<file path="config.mk">
export PLATFORM = sky130hd
export DESIGN_NAME = fp_convert_stream_flat
export DESIGN_NICKNAME = d
export VERILOG_FILES = /design/src/rtl/fp_convert_stream_if.sv /design/src/rtl/fp_convert_stream.sv /design/src/flat_wrapper.sv
export SDC_FILE = /design/constraint.sdc
export NUM_CORES = 1
export LEC_CHECK = 0
export CORE_ASPECT_RATIO = 2
export CORE_UTILIZATION = 40
export DETAILED_ROUTE_END_ITERATION = 10
export PLACE_DENSITY = 0.75
export RECOVER_POWER = 50
export SKIP_LAST_GASP = 1
export SLEW_MARGIN = 20
export SYNTH_ARGS = -nofsm -noshare
export SYNTH_HDL_FRONTEND = slang
export SYNTH_SLANG_ARGS = --single-unit
export TNS_END_PERCENT = 100
</file>
<file path="constraint.sdc">
create_clock -name clk -period 6.1 [get_ports clk]
set_clock_uncertainty 0.05 [all_clocks]
set_input_delay 1.22 -clock clk [delete_from_list [all_inputs] [get_ports clk]]
set_output_delay 1.22 -clock clk [all_outputs]
set_load 0.05 [all_outputs]
</file>
<file path="src/rtl/fp_convert_stream_if.sv">
// fp_convert_stream_if
//   Stream bundle for fp_convert_stream: one input beat channel and one output
//   beat channel, each carrying LANES packed fixed-point words.
//
//   Handshake semantics (both channels): a beat transfers on a rising clock
//   edge where valid && ready. A producer holding valid keeps its payload
//   stable until the transfer; ready may depend combinationally on the
//   consumer's own downstream ready, but valid never depends on ready.
//
//   Signals
//     in_valid  : input beat valid (producer -> converter)
//     in_ready  : converter can accept a beat
//     in_data   : LANES*IW bits, lane k at [k*IW +: IW]
//     in_mode   : rounding mode, applies to every lane of the beat
//     out_valid : output beat valid (converter -> consumer)
//     out_ready : consumer accepts the output beat
//     out_data  : LANES*OW bits, lane k at [k*OW +: OW]
//     out_sat   : per-lane saturation flags of the current output beat
//
//   Modports: master = the side that feeds input beats and consumes output
//   beats (testbench / surrounding pipeline); slave = the converter.
interface fp_convert_stream_if #(
  parameter int LANES = 4,
  parameter int IW    = 64,
  parameter int OW    = 32
);
  logic                  in_valid;
  logic                  in_ready;
  logic [LANES*IW-1:0]   in_data;
  logic [1:0]            in_mode;
  logic                  out_valid;
  logic                  out_ready;
  logic [LANES*OW-1:0]   out_data;
  logic [LANES-1:0]      out_sat;

  modport master (
    output in_valid,
    output in_data,
    output in_mode,
    output out_ready,
    input  in_ready,
    input  out_valid,
    input  out_data,
    input  out_sat
  );

  modport slave (
    input  in_valid,
    input  in_data,
    input  in_mode,
    input  out_ready,
    output in_ready,
    output out_valid,
    output out_data,
    output out_sat
  );
endinterface

</file>
<file path="src/rtl/fp_convert_stream.sv">
// fp_convert_stream
//   Streaming multi-lane fixed-point format converter. Each lane converts a
//   Q(IIBITS).(IFBITS) word to Q(OIBITS).(OFBITS) with one of four rounding
//   modes, clamps out-of-range results to the output range and flags them.
//   A running counter records how many transferred output beats contained a
//   saturated lane.
//
//   Rounding modes (in_mode):
//     0 floor (toward -inf)
//     1 round half up (add half an output LSB, then floor)
//     2 round half to even
//     3 toward zero (identical to floor for unsigned data)
//
//   Ports
//     clk       : clock, all state on the rising edge
//     rst_n     : synchronous active-low reset
//     bus       : fp_convert_stream_if.slave (input/output beat channels)
//     sat_count : beats transferred with any lane saturated, sticks at all-ones
//     sat_clear : synchronous clear of sat_count (an increment in the same
//                 cycle still counts, giving 1)
//
//   Pipeline
//     S1 captures the floored (shifted) value and a 1-bit round increment per
//     lane. The rounding mode is folded into that increment at capture time,
//     so a beat keeps the mode it arrived with even if in_mode changes later.
//     S2 adds the increment, range-checks the rounded value and registers the
//     clamped result and flags. Latency 2, throughput 1 beat/cycle, no skid
//     buffer: in_ready is combinational from out_ready.
module fp_convert_stream #(
  parameter int IIBITS        = 24,
  parameter int IFBITS        = 40,
  parameter int OIBITS        = 12,
  parameter int OFBITS        = 20,
  parameter int SIGNED_VALUES = 1,
  parameter int LANES         = 4,
  parameter int CNT_BITS      = 16
) (
  input  logic                 clk,
  input  logic                 rst_n,
  fp_convert_stream_if.slave   bus,
  output logic [CNT_BITS-1:0]  sat_count,
  input  logic                 sat_clear
);

  localparam int IW  = IIBITS + IFBITS;
  localparam int OW  = OIBITS + OFBITS;
  // Positive SH: fraction bits to drop. Negative: widen by left shift.
  localparam int SH  = IFBITS - OFBITS;
  localparam int LSH = (SH < 0) ? -SH : 0;
  // Width of the rounded value before the range check; one spare bit keeps a
  // rounding carry out of the top.
  localparam int WW  = IIBITS + OFBITS + 1;
  // Internal working width: wide enough for the input, the rounded value and
  // the output bounds, plus headroom so signed compares never wrap.
  localparam int CW_A = (IW > WW) ? IW : WW;
  localparam int CW   = ((CW_A > OW) ? CW_A : OW) + 2;

  localparam logic signed [CW-1:0] MAX_V = (SIGNED_VALUES != 0)
    ? ((CW'(1) << (OW - 1)) - CW'(1))
    : ((CW'(1) << OW) - CW'(1));
  localparam logic signed [CW-1:0] MIN_V = (SIGNED_VALUES != 0)
    ? -(CW'(1) << (OW - 1))
    : '0;

  // ---------------------------------------------------------------------
  // Advance control
  // ---------------------------------------------------------------------
  logic s1_valid;
  logic adv1;
  logic adv2;

  assign adv2         = !bus.out_valid || bus.out_ready;
  assign adv1         = !s1_valid || adv2;
  assign bus.in_ready = adv1;

  // ---------------------------------------------------------------------
  // Stage 1 combinational: floor-shift and round increment per lane
  // ---------------------------------------------------------------------
  logic [LANES-1:0][CW-1:0] s1_q_d;
  logic [LANES-1:0]         s1_inc_d;

  for (genvar k = 0; k < LANES; k++) begin : g_s1_lane
    logic [IW-1:0] x;
    logic          sx;   // sign-extension bit; always 0 for unsigned data

    assign x  = bus.in_data[k*IW +: IW];
    assign sx = (SIGNED_VALUES != 0) && x[IW-1];

    if (SH > 0) begin : g_narrow
      logic [CW-1:0] q;
      logic          guard;
      logic          sticky;
      logic          inc;

      // Arithmetic right shift by SH == floor(x / 2^SH) for both signednesses.
      assign q     = {{(CW - IW + SH){sx}}, x[IW-1:SH]};
      assign guard = x[SH-1];

      if (SH > 1) begin : g_sticky
        assign sticky = |x[SH-2:0];
      end else begin : g_no_sticky
        assign sticky = 1'b0;
      end

      // Floor is the base result; every mode is "floor plus 0 or 1 LSB".
      always_comb begin
        inc = 1'b0;
        case (bus.in_mode)
          2'd0:    inc = 1'b0;
          2'd1:    inc = guard;
          2'd2:    inc = guard && (sticky || q[0]);
          default: inc = sx && (guard || sticky);  // negative, inexact: step up toward zero
        endcase
      end

      assign s1_q_d[k]   = q;
      assign s1_inc_d[k] = inc;
    end else begin : g_widen
      logic [CW-1:0] xe;

      // Widening is an exact left shift; rounding has nothing to do.
      assign xe          = {{(CW - IW){sx}}, x};
      assign s1_q_d[k]   = xe << LSH;
      assign s1_inc_d[k] = 1'b0;
    end
  end

  // ---------------------------------------------------------------------
  // Stage 1 registers
  // ---------------------------------------------------------------------
  logic [LANES-1:0][CW-1:0] s1_q;
  logic [LANES-1:0]         s1_inc;

  always_ff @(posedge clk) begin
    if (!rst_n) begin
      s1_valid <= 1'b0;
      s1_q     <= '0;
      s1_inc   <= '0;
    end else if (adv1) begin
      s1_valid <= bus.in_valid;
      // Bubbles leave the data registers untouched.
      if (bus.in_valid) begin
        s1_q   <= s1_q_d;
        s1_inc <= s1_inc_d;
      end
    end
  end

  // ---------------------------------------------------------------------
  // Stage 2 combinational: apply increment, range check, clamp
  // ---------------------------------------------------------------------
  logic [LANES-1:0][OW-1:0] s2_data_d;
  logic [LANES-1:0]         s2_sat_d;

  for (genvar k = 0; k < LANES; k++) begin : g_s2_lane
    logic signed [CW-1:0] r;
    logic                 over;
    logic                 under;

    // The check runs on the rounded value, so a carry past the maximum
    // saturates instead of wrapping.
    assign r     = $signed(s1_q[k] + CW'(s1_inc[k]));
    assign over  = (r > MAX_V);
    assign under = (r < MIN_V);

    assign s2_sat_d[k]  = over || under;
    assign s2_data_d[k] = over  ? MAX_V[OW-1:0] :
                          under ? MIN_V[OW-1:0] :
                                  r[OW-1:0];
  end

  // ---------------------------------------------------------------------
  // Stage 2 registers (drive the output channel directly)
  // ---------------------------------------------------------------------
  always_ff @(posedge clk) begin
    if (!rst_n) begin
      bus.out_valid <= 1'b0;
      bus.out_data  <= '0;
      bus.out_sat   <= '0;
    end else if (adv2) begin
      bus.out_valid <= s1_valid;
      if (s1_valid) begin
        bus.out_data <= s2_data_d;
        bus.out_sat  <= s2_sat_d;
      end
    end
  end

  // ---------------------------------------------------------------------
  // Saturation event counter
  // ---------------------------------------------------------------------
  logic sat_hit;

  assign sat_hit = bus.out_valid && bus.out_ready && (|bus.out_sat);

  always_ff @(posedge clk) begin
    if (!rst_n) begin
      sat_count <= '0;
    end else if (sat_clear) begin
      // Clear replaces the base value; a simultaneous event still counts.
      sat_count <= sat_hit ? CNT_BITS'(1) : '0;
    end else if (sat_hit && (sat_count != '1)) begin
      sat_count <= sat_count + CNT_BITS'(1);
    end
  end

endmodule
</file>
<file path="src/flat_wrapper.sv">
// flat-port wrapper written by rule: the top's interface ports become plain ports
module fp_convert_stream_flat 
#(
  parameter int IIBITS        = 24,
  parameter int IFBITS        = 40,
  parameter int OIBITS        = 12,
  parameter int OFBITS        = 20,
  parameter int SIGNED_VALUES = 1,
  parameter int LANES         = 4,
  parameter int CNT_BITS      = 16
)
  (clk, rst_n, sat_count, sat_clear, bus_in_valid, bus_in_data, bus_in_mode, bus_out_ready, bus_in_ready, bus_out_valid, bus_out_data, bus_out_sat);
  fp_convert_stream_if #(.LANES(LANES)) bus_i ();
  input  logic clk;
  input  logic rst_n;
  output logic [CNT_BITS-1:0] sat_count;
  input  logic sat_clear;
  input wire logic [$bits(bus_i.in_valid)-1:0] bus_in_valid;
  input wire logic [$bits(bus_i.in_data)-1:0] bus_in_data;
  input wire logic [$bits(bus_i.in_mode)-1:0] bus_in_mode;
  input wire logic [$bits(bus_i.out_ready)-1:0] bus_out_ready;
  output wire logic [$bits(bus_i.in_ready)-1:0] bus_in_ready;
  output wire logic [$bits(bus_i.out_valid)-1:0] bus_out_valid;
  output wire logic [$bits(bus_i.out_data)-1:0] bus_out_data;
  output wire logic [$bits(bus_i.out_sat)-1:0] bus_out_sat;
  assign bus_i.in_valid = bus_in_valid;
  assign bus_i.in_data = bus_in_data;
  assign bus_i.in_mode = bus_in_mode;
  assign bus_i.out_ready = bus_out_ready;
  assign bus_in_ready = bus_i.in_ready;
  assign bus_out_valid = bus_i.out_valid;
  assign bus_out_data = bus_i.out_data;
  assign bus_out_sat = bus_i.out_sat;
  fp_convert_stream #(.IIBITS(IIBITS), .IFBITS(IFBITS), .OIBITS(OIBITS), .OFBITS(OFBITS), .SIGNED_VALUES(SIGNED_VALUES), .LANES(LANES), .CNT_BITS(CNT_BITS)) u_core (.clk(clk), .rst_n(rst_n), .bus(bus_i), .sat_count(sat_count), .sat_clear(sat_clear));
endmodule
</file>
# Yosys cells after proc, flatten, opt, wreduce, memory -nomap -nowiden
# Index checks and enable logic that the tools add are counted.
classes:
  n_addsub: 5
  order_cmp: 8
  n_eq_ne: 3
  muxes: 15
  reduce_logical: 36
op_table:
  columns: ["cell", "count"]
  rows:
  - ["greater-than comparator 66 x 32 -> 1 bit (second input constant)", 4]
  - ["< comparator 66 x 32 -> 1 bit (second input constant)", 4]
  - ["2-to-1 mux 32 bit", 8]
  - ["adder 44 x 2 -> 45 bit", 4]
  - ["OR reduction 19 bit", 4]
  - ["2-to-1 mux 16 bit", 2]
  - ["adder 16 x 1 -> 16 bit (second input constant)", 1]
  - ["inequality test 16 bit (second input constant)", 1]
  - ["logical OR 1 bit", 14]
  - ["one-hot mux 1 bit (3 select lines)", 4]
  - ["logical AND 1 bit", 11]
  - ["AND reduction 2 bit", 2]
  - ["OR reduction 4 bit", 1]
  - ["equality test 2 x 1 -> 1 bit (second input constant)", 1]
  - ["equality test 2 bit (second input constant)", 1]
  - ["zero test 1 bit", 2]
  - ["zero test 2 bit", 1]
  - ["nonzero test 2 bit", 1]
  - ["2-to-1 mux 1 bit", 1]
word_totals:
  ff_bits: 330
  inputBits: 263
  out_inout_bits: 150
  elab_cells: 77

# Longest topological paths before layout
depth:
  depth_word: 5
  mapped_depth: 12
  mapped_depth_nobuf: 10

# Worst setup path after synthesis
# OpenSTA, ideal clock, no wires.
synth_timing:
  path_type: "input-to-output"
  startpoint: "input port bus_out_ready"
  endpoint: "output port bus_in_ready"
  t_arrival_ns: 1.782
  required_time_ns: 4.830
  setup_slack_ns: 3.048
  path_stages: 2
  path_buffers: 0
  cell_sequence: "nor2b_1 nand2_1"
synth_between:
  elab_chain_cells: 2
synth_rtl:
  columns: ["element", "line_no", "source"]
  rows:
  - ["start: declaration", "flat_wrapper.sv:21", "input wire logic [$bits(bus_i.out_ready)-1:0] bus_out_ready;"]
  - ["logical OR 1 bit", "fp_convert_stream.sv:72", "assign adv2 = !bus.out_valid || bus.out_ready;"]
  - ["logical OR 1 bit", "fp_convert_stream.sv:73", "assign adv1 = !s1_valid || adv2;"]
  - ["end: declaration", "flat_wrapper.sv:22", "output wire logic [$bits(bus_i.in_ready)-1:0] bus_in_ready;"]
# Every way passes these cells.

# Worst setup path after layout
layout_timing:
  startpoint: "input port bus_out_ready"
  endpoint: "register u_core.s1_q[94] (netlist bit)"
layout_between:
  elab_chain_cells: 3
layout_rtl:
  columns: ["element", "line_no", "source"]
  rows:
  - ["logical OR 1 bit", "fp_convert_stream.sv:72", null]
  - ["logical OR 1 bit", "fp_convert_stream.sv:73", null]
  - ["AND reduction 2 bit (no line)", null, null]
  - ["end signal: assignment", "fp_convert_stream.sv:143", "s1_q <= s1_q_d;"]
  - ["end: declaration", "fp_convert_stream.sv:131", "logic [LANES-1:0][CW-1:0] s1_q;"]
# Every way passes these cells.
# A chain may end at the register's enable or synchronous reset.

==> results.py <==
metrics = {
    "synth": {
        "yosysWarnings": 0,
        "netlist_instances": 2093,
        "synth_seq_area_share_pct": 40.0,
        "ys_seq_elements": 330,
        "synth_edf_count": 0,
        "synth_nets": 2365,
        "synth_top_area_share_pct": 40.0,
        "synth_area_leader_cell": "dfxtp_1",
        "syn_avg_cell_area_um2": 7.88,
        "synthDistinctLibCells": 67,
        "synthesis.area_um2": 16500,
        "async_reset_ff_share_pct": 0,
        "synthTopCellsByArea": "dfxtp_1, nand2_1, a21boi_0",
        "synthFlopType": "dfxtp_1",
    },
    "worst_setup_path": {
        "crit_slowest_cell": "clkbuf_2",
        "crit_end": "u_core.s1_q[94]",
        "cp_common_cell": "nand2_1",
        "crit_arrival_ns": 5.12,
        "cp.depth": 7,
        "r2r_setup_slack_ns": 1.84,
        "crit_buf_inv": 2,
        "critical_path.max_fanout": 94,
        "path_cells": "dlygate4sd3_1, nor2b_1, nand2_1, and2_4, clkbuf_2, nand2_1, a21boi_0",
        "crit_start": "bus_out_ready",
        "start_kind": "input port",
        "worst_path_dominant_cell_family": "buffers and inverters",
        "crit_required_ns": 6.53,
        "r2r_end": "u_core.bus.out_data[105]",
        "slowest_delay_ns": 1.56,
        "r2r_start": "u_core.s1_inc[3]",
        "end_kind": "register",
        "crit_type": "in2reg",
        "rr_worst_depth": 9,
    },
    "clock_tree": {
        "cts_buffers": 29,
        "worstSkewPairLatency_ns": 0.57,
        "ctsRootBufferMaster": "clkbuf_16",
        "cts.clk_slew.worst_paths_ns": 0.08,
        "cts.sinks": 330,
        "cts_htree_levels": 1,
        "cts_setup_buffers": 0,
        "cts_resized": 0,
        "clock_path_buffers": 3,
        "cts_hold_buf": 0,
        "cts_tree": "built",
    },
    "placed_design": {
        "io_buffers": 412,
        "gp_congestion": 0.894,
        "hpwl_um": 38700,
    },
    "final_layout": {
        "fill_cells": 3796,
        "drive_gt1_share_pct": 4.23,
        "fin_nets": 2687,
        "seq_area_um2": 6610,
        "num_antenna_cells": 0,
        "area_growth_pct": 32.7,
        "multi_input_area_um2": 9310,
    },
    "grt": {
        "overflow": 0,
        "antenna_found_initial": 2,
        "grt_max_degree": 114,
        "grt_pass1_wl_um": 82900,
        "grt_pass1_vias": 16200,
        "grt_usage_pct": 24.5,
    },
    "die": {
        "dieArea_um2": 42100,
        "rows": 104,
        "die_h_um": 289,
        "ios": 413,
        "die_x_um": 146,
        "start_util_pct": 40.8,
        "core-area_um2": 40500,
    },
    "run_status": {
        "run_status": "complete, but fails checks",
        "violations": "max-capacitance violations, max-slew violations",
    },
    "sta": {
        "tightestPinTransition_ns": 1.97,
        "report.final.slew_viol_count": 95,
        "rsz0062_at_grt": "no",
        "fin_crit_sh_pct": 76.9,
        "fin_crit_ns": 4.69,
        "hold_viol_final": 0,
        "setup_viol": 0,
        "fmax_mhz": 213,
        "setup_tns_ns": 0,
        "slew_headroom_pct": -31.2,
    },
    "power": {
        "vdd_drop_max_uv": 200,
        "power.total_w": 0.00539,
        "leakagePower_nw": 8.08,
        "p_per_area_nw_per_um2": 246,
    },
    "route": {
        "viasPerCell": 5.44,
        "wl_per_cell_um": 17.9,
        "ant_nets": 0,
        "post-route-drc-count": 0,
        "vias": 16100,
        "dr.pass1.iters": 7,
        "wirelength_um": 53200,
        "drt-initial-drc-count": 753,
    },
    "hold_path": {
        "hp-class": "reg2reg",
        "hold_path_startpoint": "u_core.bus.out_data[63]",
    },
    "flow_run": {
        "max-cap-violations": 1,
    },
}
[layout by cell type, fill, tap and decap left out, types with 7 or more instances in the layout]
cell type / count
nor3_1: 38
and4_1: 23
xor2_1: 67
buf_4: 7
or4_1: 15
ha_1: 9
mux2i_1: 12
a211oi_1: 33
a21oi_1: 75
or2_2: 7
and3_1: 18
nand3_1: 83
clkdlybuf4s50_1: 261
nand2_2: 10
nand4_1: 63
dfxtp_1: 330
nor2_1: 114
xnor2_1: 79
a21boi_0: 179
nor4_1: 35
or3_1: 13
clkbuf_16: 29
dlygate4sd3_1: 150
inv_1: 18
and2_1: 14
o211a_1: 7
nand2_1: 521
o211ai_1: 30
a22o_1: 10
o21ai_0: 75
[where the power goes]
part	total (W)	leakage (nW)	switching, W	internal [W]
combinational	0.000947	4.86	0.000553	0.000394
clock	0.00201	0.504	0.000845	0.00116
sequential	0.00244	2.72	0.000144	0.00229
total	0.00539	8.08	0.00154	0.00385
[worst min-delay path by stage]
stage / end / slack (ns) / depth (start not counted)
floorplan: u_core.s1_q[0] / 0.40 / 2
global placement: u_core.bus.out_data[63] / 0.40 / 2
detailed placement: u_core.bus.out_data[63] / 0.41 / 2
CTS: u_core.bus.out_data[63] / 0.42 / 2
global route: u_core.s1_q[198] / 0.46 / 2
finish: u_core.bus.out_data[63] / 0.41 / 2
[synth_stat cells (4+ instances only)]
cell	n
a211o_1	4
a211oi_1	33
a21boi_0	179
a21oi_1	75
a22o_1	10
a31o_2	5
a31oi_1	6
and2_1	16
and3_1	18
and4_1	23
buf_2	13
clkbuf_1	109
dfxtp_1	330
ha_1	9
inv_1	18
mux2_2	5
mux2i_1	12
nand2_1	522
nand2_2	10
nand3_1	83
nand4_1	63
nor2_1	115
nor2b_1	7
nor3_1	38
nor4_1	35
o211a_1	7
o211ai_1	30
o211ai_2	4
o21a_1	4
o21ai_0	75
o31ai_1	5
or2_2	7
or3_1	13
or4_1	15
xnor2_1	79
xor2_1	67
[per-stage QoR]
| stage | cell area, µm² | setup slack, ns | hold WS (ns) | instances | utilization [%] |
|---|---|---|---|---|---|
| 2_1_floorplan | 16500 | 3.05 | 0.397 | 2093 | - |
| 3_3_place_gp | 20900 | 1.88 | 0.403 | 2914 | 51.6 |
| 3_5_place_dp | 20900 | 1.88 | 0.414 | 2914 | 51.6 |
| 4_1_cts | 21900 | 1.87 | 0.425 | 2967 | 54.2 |
| 5_1_grt | 21900 | 1.16 | 0.456 | 2967 | 54.1 |
| 6_report | 21900 | 1.41 | 0.414 | 2967 | 54.1 |
[worst reg2reg max path, stage by stage (launching register included)]
cell and delay (ns):
dfxtp_1 0.34, ha_1 0.24, ha_1 0.26, nand4_1 0.16, or4_1 0.60, or3_1 0.49
o41ai_1 0.93, a21o_1 0.79, nand2_1 0.16, a21oi_1 0.19
[cells by family after synthesis]
kind of cell | share of synthesized area [%]
compound gates | 19.0
xor+xnor | 7.75
fa+ha+maj | 0.682
buf+inv | 3.75
flops | 40.0
mux | 1.07
simple gates | 27.7
[cell type report]
class | instances | area share (%)
multi-input cells | 1614 | 42.5
flip-flops and latches | 330 | 30.2
well taps | 530 | 3.03
clock buffers | 41 | 3.79
repair buffers | 422 | 19.3
clock inverters | 12 | 0.920
inverters | 18 | 0.308
[sequential cells by signal (all words and copies together), names as in the netlist]
name / cells
u_core.bus.out_data: 128
u_core.bus.out_valid: 1
u_core.bus.out_sat: 4
u_core.sat_count: 16
u_core.s1_valid: 1
u_core.s1_q: 176
u_core.s1_inc: 4
[routing by layer]
metal / GRT usage (%) / vias up / routed length [µm]
met5: 0 / - / 26
met4: 10.8 / 4 / 2200
met3: 3.28 / 116 / 2580
met2: 49.1 / 503 / 29100
met1: 24.7 / 7588 / 19300
li1: - / 7925 / -
Power figures use the tool's default switching activity.
